File: src/rtl/alu_iter.sv
// alu_iter - multi-cycle integer ALU for the RV32I datapath.
//
// One operation in flight, valid/ready handshake on both sides. ADD, SUB,
// AND, OR, XOR, SLT and SLTU complete in one cycle. SLL/SRL/SRA shift
// iteratively, SHIFT_STEP bits per cycle. Result and flags are registered
// and held until the consumer takes them.
//
// Optional feature macro: ALU_MUL_EN
//   defined   : control 10 = MUL, radix-2 shift-add over WIDTH cycles
//   undefined : control 10 is treated as an unsupported code
//
// Parameters
//   WIDTH       operand/result width (power of two, >= 8)
//   SHIFT_STEP  bits shifted per shift cycle (power of two, 1..WIDTH)
//
// Ports
//   clk        rising-edge clock
//   rst_n      asynchronous active-low reset
//   in_valid   operation request
//   in_ready   ALU idle and able to accept
//   a, b       operands; shift amount is b[$clog2(WIDTH)-1:0]
//   control    opcode (0 ADD,1 SUB,2 AND,3 OR,4 XOR,5 SLL,6 SRA,7 SRL,
//              8 SLT,9 SLTU,10 MUL)
//   out_valid  result and flags valid
//   out_ready  consumer takes the result
//   out        result
//   zero       result is zero (only while out_valid)
//   neg        result sign bit
//   carry      ADD carry-out / SUB borrow, else 0
//   overflow   signed overflow of ADD/SUB, else 0
module alu_iter #(
   parameter int WIDTH      = 32,
   parameter int SHIFT_STEP = 1
) (
   input  logic             clk,
   input  logic             rst_n,
   input  logic             in_valid,
   output logic             in_ready,
   input  logic [WIDTH-1:0] a,
   input  logic [WIDTH-1:0] b,
   input  logic [3:0]       control,
   output logic             out_valid,
   input  logic             out_ready,
   output logic [WIDTH-1:0] out,
   output logic             zero,
   output logic             neg,
   output logic             carry,
   output logic             overflow
);

   localparam int AW = $clog2(WIDTH);

   localparam logic [3:0] OP_ADD  = 4'd0;
   localparam logic [3:0] OP_SUB  = 4'd1;
   localparam logic [3:0] OP_AND  = 4'd2;
   localparam logic [3:0] OP_OR   = 4'd3;
   localparam logic [3:0] OP_XOR  = 4'd4;
   localparam logic [3:0] OP_SLL  = 4'd5;
   localparam logic [3:0] OP_SRA  = 4'd6;
   localparam logic [3:0] OP_SRL  = 4'd7;
   localparam logic [3:0] OP_SLT  = 4'd8;
   localparam logic [3:0] OP_SLTU = 4'd9;
`ifdef ALU_MUL_EN
   localparam logic [3:0] OP_MUL  = 4'd10;
   localparam logic [AW-1:0] CNT_LAST = AW'(WIDTH - 1);
`endif

   // One extra bit so a step equal to WIDTH is representable.
   localparam logic [AW:0] STEP_W = (AW+1)'(SHIFT_STEP);

   typedef enum logic [1:0] {IDLE, EXEC, DONE} state_t;

   state_t           state;
   state_t           state_next;
   logic [WIDTH-1:0] res;
   logic [3:0]       op;
   logic [AW:0]      rem;
   logic             carry_flag;
   logic             ovf_flag;
`ifdef ALU_MUL_EN
   logic [WIDTH-1:0] mcand;
   logic [WIDTH-1:0] mplier;
   logic [AW-1:0]    cnt;
`endif

   logic [WIDTH:0]   sum;
   logic [WIDTH:0]   diff;
   logic [WIDTH-1:0] alu_res;
   logic             alu_carry;
   logic             alu_ovf;
   logic [AW:0]      shamt_in;
   logic             shift_in;
   logic [AW:0]      step;
   logic [WIDTH-1:0] shifted;

   assign shamt_in = {1'b0, b[AW-1:0]};
   assign shift_in = (control == OP_SLL) || (control == OP_SRA) || (control == OP_SRL);

   // Single-cycle result, computed straight from the inputs at the accept
   // edge. Shifts preload the operand; MUL and unsupported codes start at 0.
   always_comb begin
      sum       = {1'b0, a} + {1'b0, b};
      diff      = {1'b0, a} - {1'b0, b};
      alu_res   = '0;
      alu_carry = 1'b0;
      alu_ovf   = 1'b0;
      case (control)
         OP_ADD: begin
            alu_res   = sum[WIDTH-1:0];
            alu_carry = sum[WIDTH];
            alu_ovf   = (a[WIDTH-1] != sum[WIDTH-1]) && (a[WIDTH-1] == b[WIDTH-1]);
         end
         OP_SUB: begin
            alu_res   = diff[WIDTH-1:0];
            alu_carry = diff[WIDTH];
            alu_ovf   = (a[WIDTH-1] != diff[WIDTH-1]) && (a[WIDTH-1] != b[WIDTH-1]);
         end
         OP_AND:  alu_res = a & b;
         OP_OR:   alu_res = a | b;
         OP_XOR:  alu_res = a ^ b;
         OP_SLL, OP_SRA, OP_SRL: alu_res = a;
         OP_SLT:  alu_res[0] = $signed(a) < $signed(b);
         OP_SLTU: alu_res[0] = a < b;
         default: alu_res = '0;
      endcase
   end

   // One shift iteration: the last step may be shorter than SHIFT_STEP.
   always_comb begin
      step = (rem < STEP_W) ? rem : STEP_W;
      case (op)
         OP_SLL:  shifted = res << step;
         OP_SRL:  shifted = res >> step;
         default: shifted = $signed(res) >>> step;
      endcase
   end

   // State register.
   always_ff @(posedge clk or negedge rst_n) begin
      if (!rst_n) state <= IDLE;
      else        state <= state_next;
   end

   // Next-state logic. A zero-length shift skips EXEC entirely.
   always_comb begin
      state_next = state;
      case (state)
         IDLE: begin
            if (in_valid) begin
               if (shift_in && (shamt_in != '0)) state_next = EXEC;
`ifdef ALU_MUL_EN
               else if (control == OP_MUL)     state_next = EXEC;
`endif
               else                            state_next = DONE;
            end
         end
         EXEC: begin
`ifdef ALU_MUL_EN
            if (op == OP_MUL) begin
               if (cnt == CNT_LAST) state_next = DONE;
            end else
`endif
            if (rem <= STEP_W) state_next = DONE;
         end
         DONE:    if (out_ready) state_next = IDLE;
         default: state_next = IDLE;
      endcase
   end

   // Handshake outputs.
   always_comb begin
      in_ready  = (state == IDLE);
      out_valid = (state == DONE);
   end

   // Datapath: capture on accept, iterate in EXEC, hold otherwise.
   always_ff @(posedge clk or negedge rst_n) begin
      if (!rst_n) begin
         res        <= '0;
         op         <= '0;
         rem        <= '0;
         carry_flag <= 1'b0;
         ovf_flag   <= 1'b0;
`ifdef ALU_MUL_EN
         mcand      <= '0;
         mplier     <= '0;
         cnt        <= '0;
`endif
      end else begin
         case (state)
            IDLE: begin
               if (in_valid) begin
                  op         <= control;
                  res        <= alu_res;
                  carry_flag <= alu_carry;
                  ovf_flag   <= alu_ovf;
                  rem        <= shamt_in;
`ifdef ALU_MUL_EN
                  mcand      <= a;
                  mplier     <= b;
                  cnt        <= '0;
`endif
               end
            end
            EXEC: begin
`ifdef ALU_MUL_EN
               if (op == OP_MUL) begin
                  if (mplier[0]) res <= res + mcand;
                  mcand  <= mcand << 1;
                  mplier <= mplier >> 1;
                  cnt    <= cnt + 1'b1;
               end else begin
`else
               begin
`endif
                  res <= shifted;
                  rem <= rem - step;
               end
            end
            default: ;
         endcase
      end
   end

   // zero is qualified by DONE so it reads 0 out of reset and mid-operation.
   assign out      = res;
   assign zero     = (state == DONE) && (res == '0);
   assign neg      = res[WIDTH-1];
   assign carry    = carry_flag;
   assign overflow = ovf_flag;

endmodule

File: config.mk
export PLATFORM = sky130hd
export DESIGN_NAME = alu_iter
export DESIGN_NICKNAME = d
export VERILOG_FILES = /design/src/rtl/alu_iter.sv
export SDC_FILE = /design/constraint.sdc
export NUM_CORES = 1
export LEC_CHECK = 0
export ABC_AREA = 0
export CORE_ASPECT_RATIO = 0.7
export CORE_UTILIZATION = 60
export DETAILED_ROUTE_END_ITERATION = 8
export DONT_BUFFER_PORTS = 1
export PLACE_DENSITY = 0.86
export RECOVER_POWER = 100
export SKIP_CTS_REPAIR_TIMING = 1
export SLEW_MARGIN = 40
export SYNTH_ARGS = -nofsm -noshare
export SYNTH_HDL_FRONTEND = slang
export SYNTH_SLANG_ARGS = --single-unit
File: constraint.sdc
create_clock -name clk -period 3.63 [get_ports clk]
set_clock_uncertainty 0.05 [all_clocks]
set_input_delay 0.726 -clock clk [delete_from_list [all_inputs] [get_ports clk]]
set_output_delay 0.726 -clock clk [all_outputs]
set_load 0.03 [all_outputs]
==> summary.md <==
| Metric | Value |
|---|---|
| Status | `completed` |
| Post-Synthesis Cells | `1141` |
| RSZ-0062 raised after global routing | `false` |
| DRC Markers | `0` |
| H-tree lvl count | `2` |
| DP HPWL | `21.7 mm` |
| Clk_lat worst skew | `0.29 ns` |
| Syn nets | `1317` |
| Syn_area_per_cell | `between 7 and 8 um2` |
| CTS buffer count | `5` |
| Die height | `between 90 and 100 um` |
| Initial antenna violation count | `0` |
| WS Path Type | `in2reg` |
| Reg2Reg Depth | `8` |
| Element type at the critical path end | `flip-flop` |
| GRT Util Overall | `between 30% and 40%` |
| Min Clock Period, post-route | `3.42 ns` |
| CTS Root Cell | `clkbuf_16` |
| Die ar. | `0.0139 mm2` |
| Fin nets | `1306` |
| GP Congestion | `1.03` |
| Final hold vios | `0` |
| Worst vdd ir | `approximately 0.32 mV` |
| Detailed Route Iter0 Violations | `roughly 1300` |
| Core ar. | `about 0.013 mm2` |
| Sink Count | `46` |
| Distinct cells, synth | `83` |
| Sequential area share after synthesis | `14.3%` |
| Fin Setup TNS | `0 ns` |
| Final-report setup violation count | `0` |
| Final Cycle Share | `~94%` |
| Worst setup margin | `0.213 ns` |
| Mapped cell area | `between 0.008 and 0.009 mm2` |
| PD cells | `~430 mW/mm2` |
| Ports | `110` |
| Number of global-route vias before repair | `8294` |
| Yosys warnings | `0` |
| Drt first pass iters | `7` |
| Ant. Diodes | `0` |
| IO buf count | `0` |
| Die Width | `approximately 140 um` |
| WL/cell | `21.3 um` |
| Post-route ant nets | `0` |
| Share of cells above drive strength 1 | `under 10%` |
| Reg2reg setup slack | `about 0.36 ns` |
| Max-cap violations | `0` |
| R2R Path Start | `rem[2]` |
| Synth top area share | `15.9%` |
| Reg-to-Reg End | `out[15]` |
| Hold WC Path Type | `in2async` |
| Slew HR | `21.4%` |
| Top-count cell post-synth | `nand2_1` |
| Synth Register Bits | `46` |
| Startpoint types | `input port` |
| Dpl cell area | `0.00836 mm2` |
| WP data arrival | `3.52 ns` |
| Pin count of the biggest net entering global routing | `47` |
| Max Root-Sink Buffers | `2` |
| Drt via density | `about 7` |
| Std cell rows | `34` |
| Most frequent cells after synthesis | `nand2_1, a21oi_1, ha_1, inv_1, o21ai_0` |
| Pre-CTS setup slack | `approximately 0.079 ns` |
| Async SR Flop Fraction | `100%` |
| Worst-Margin Slew | `1.17 ns` |
| Crit path required time | `3.73 ns` |
| Max-slew violations | `0` |
| Vias | `~9000` |
| Synth top area cells | `ha_1, dfrtp_1, a21oi_1` |
| Synth Flop Type | `dfrtp_1` |
| Cell taking the most area after synthesis | `ha_1` |
| Clk slew on worst S/H paths | `0.07 ns` |
| Post-synth EDFFs | `0` |
| Global route total overflow | `0` |
| First-pass GRT wire length | `between 40 and 50 mm` |
| Fill cells | `between 1000 and 1500` |
| TritonCTS clock tree | `yes` |
| Synth-to-Final Area Change | `5.17%` |
| Critical Path Fanout Max | `8` |
| Initial Utilization | `between 60% and 70%` |
| Leak | `between 0.003 and 0.004 uW` |
| Routed WL | `27.5 mm` |
| Fmax | `just under 300 MHz` |
| Post-route cell area | `0.00846 mm2` |
## where the power goes
group / internal, uW / leakage [uW] / switching [uW]
combinational: 671 / 0.00303 / 1070
clock: 249 / 0.0000694 / 198
sequential: 720 / 0.000585 / 700
total: 1640 / 0.00368 / 1970
## per-layer routing
layer	vias up	global-route usage, %	part of all wire, %
li1	4115	-	-
met1	4140	56.7	42
met2	657	60.2	41
met3	60	9.62	14
met4	0	9.81	2.4
met5	-	0	0
## worst max-delay path, cell delays in order
cell and delay [ns]:
inv_1 0.04, ha_1 0.39, nor3_1 0.35, o311ai_2 0.18, a311oi_2 0.26, clkbuf_1 0.35
o21ai_0 0.19, and2_0 0.23, a211oi_1 0.25, a31oi_1 0.08, a211oi_1 0.24, buf_4 0.16
o21ai_0 0.07
## cells by family (layout without fill, tap and decap cells)
group / Yosys count / after routing / synth area share (%)
buf+inv: 177 / 166 / 8.95
simple gates: 357 / 357 / 21.2
mux: 17 / 17 / 2.12
flops: 46 / 46 / 14.3
fa+ha+maj: 104 / 104 / 16.4
xor+xnor: 21 / 21 / 2.29
compound gates: 419 / 419 / 34.8
## cell usage in the layout, fill, tap and decap left out, types with 14 or more instances in the layout
master / instances
nand2_1: 133
a21oi_1: 129
ha_1: 102
inv_1: 100
o21ai_0: 88
nor2_1: 82
buf_4: 52
dfrtp_1: 46
nand3_1: 23
nor4_1: 21
nor3_1: 20
xnor2_1: 20
a31oi_1: 17
mux2i_1: 17
a211oi_1: 16
o211ai_1: 16
a221oi_1: 15
nand2b_1: 14
## final cells by class
type	instances	area, um2	area share [%]
Clock inverter	2	10.0	0.118
Multi-Input combinational cell	918	6170	72.9
Timing Repair Buffer	58	422	4.99
Sequential cell	46	1150	13.6
Inverter	101	379	4.48
Tap cell	162	203	2.40
Clock buffer	5	125	1.48
## how the worst max path moves through the flow
stage / start / to / slack [ns]
CTS: b[2] / out[21] / 0.35
floorplan: a[0] / out[22] / 0.43
global route: a[0] / out[22] / 0.03
detailed placement: a[0] / out[22] / 0.08
finish: b[2] / out[11] / 0.21
global placement: b[4] / out[21] / 0.07
## through the flow
stage	cells	hold slack, ns	total power [uW]	util [%]
after floorplan	1141	0.380	2590	-
after global placement	1285	0.382	3070	65.7
after detailed placement	1285	0.382	3100	65.7
after CTS	1292	0.0789	3550	66.8
after global routing	1292	0.0644	3830	66.5
final	1292	0.0765	3610	66.5
## sequential cells by signal, summed over array words and instances (netlist names)
register,count
rem,6
carry,1
op,4
out,32
overflow,1
state,2
Power figures use the tool's default switching activity.
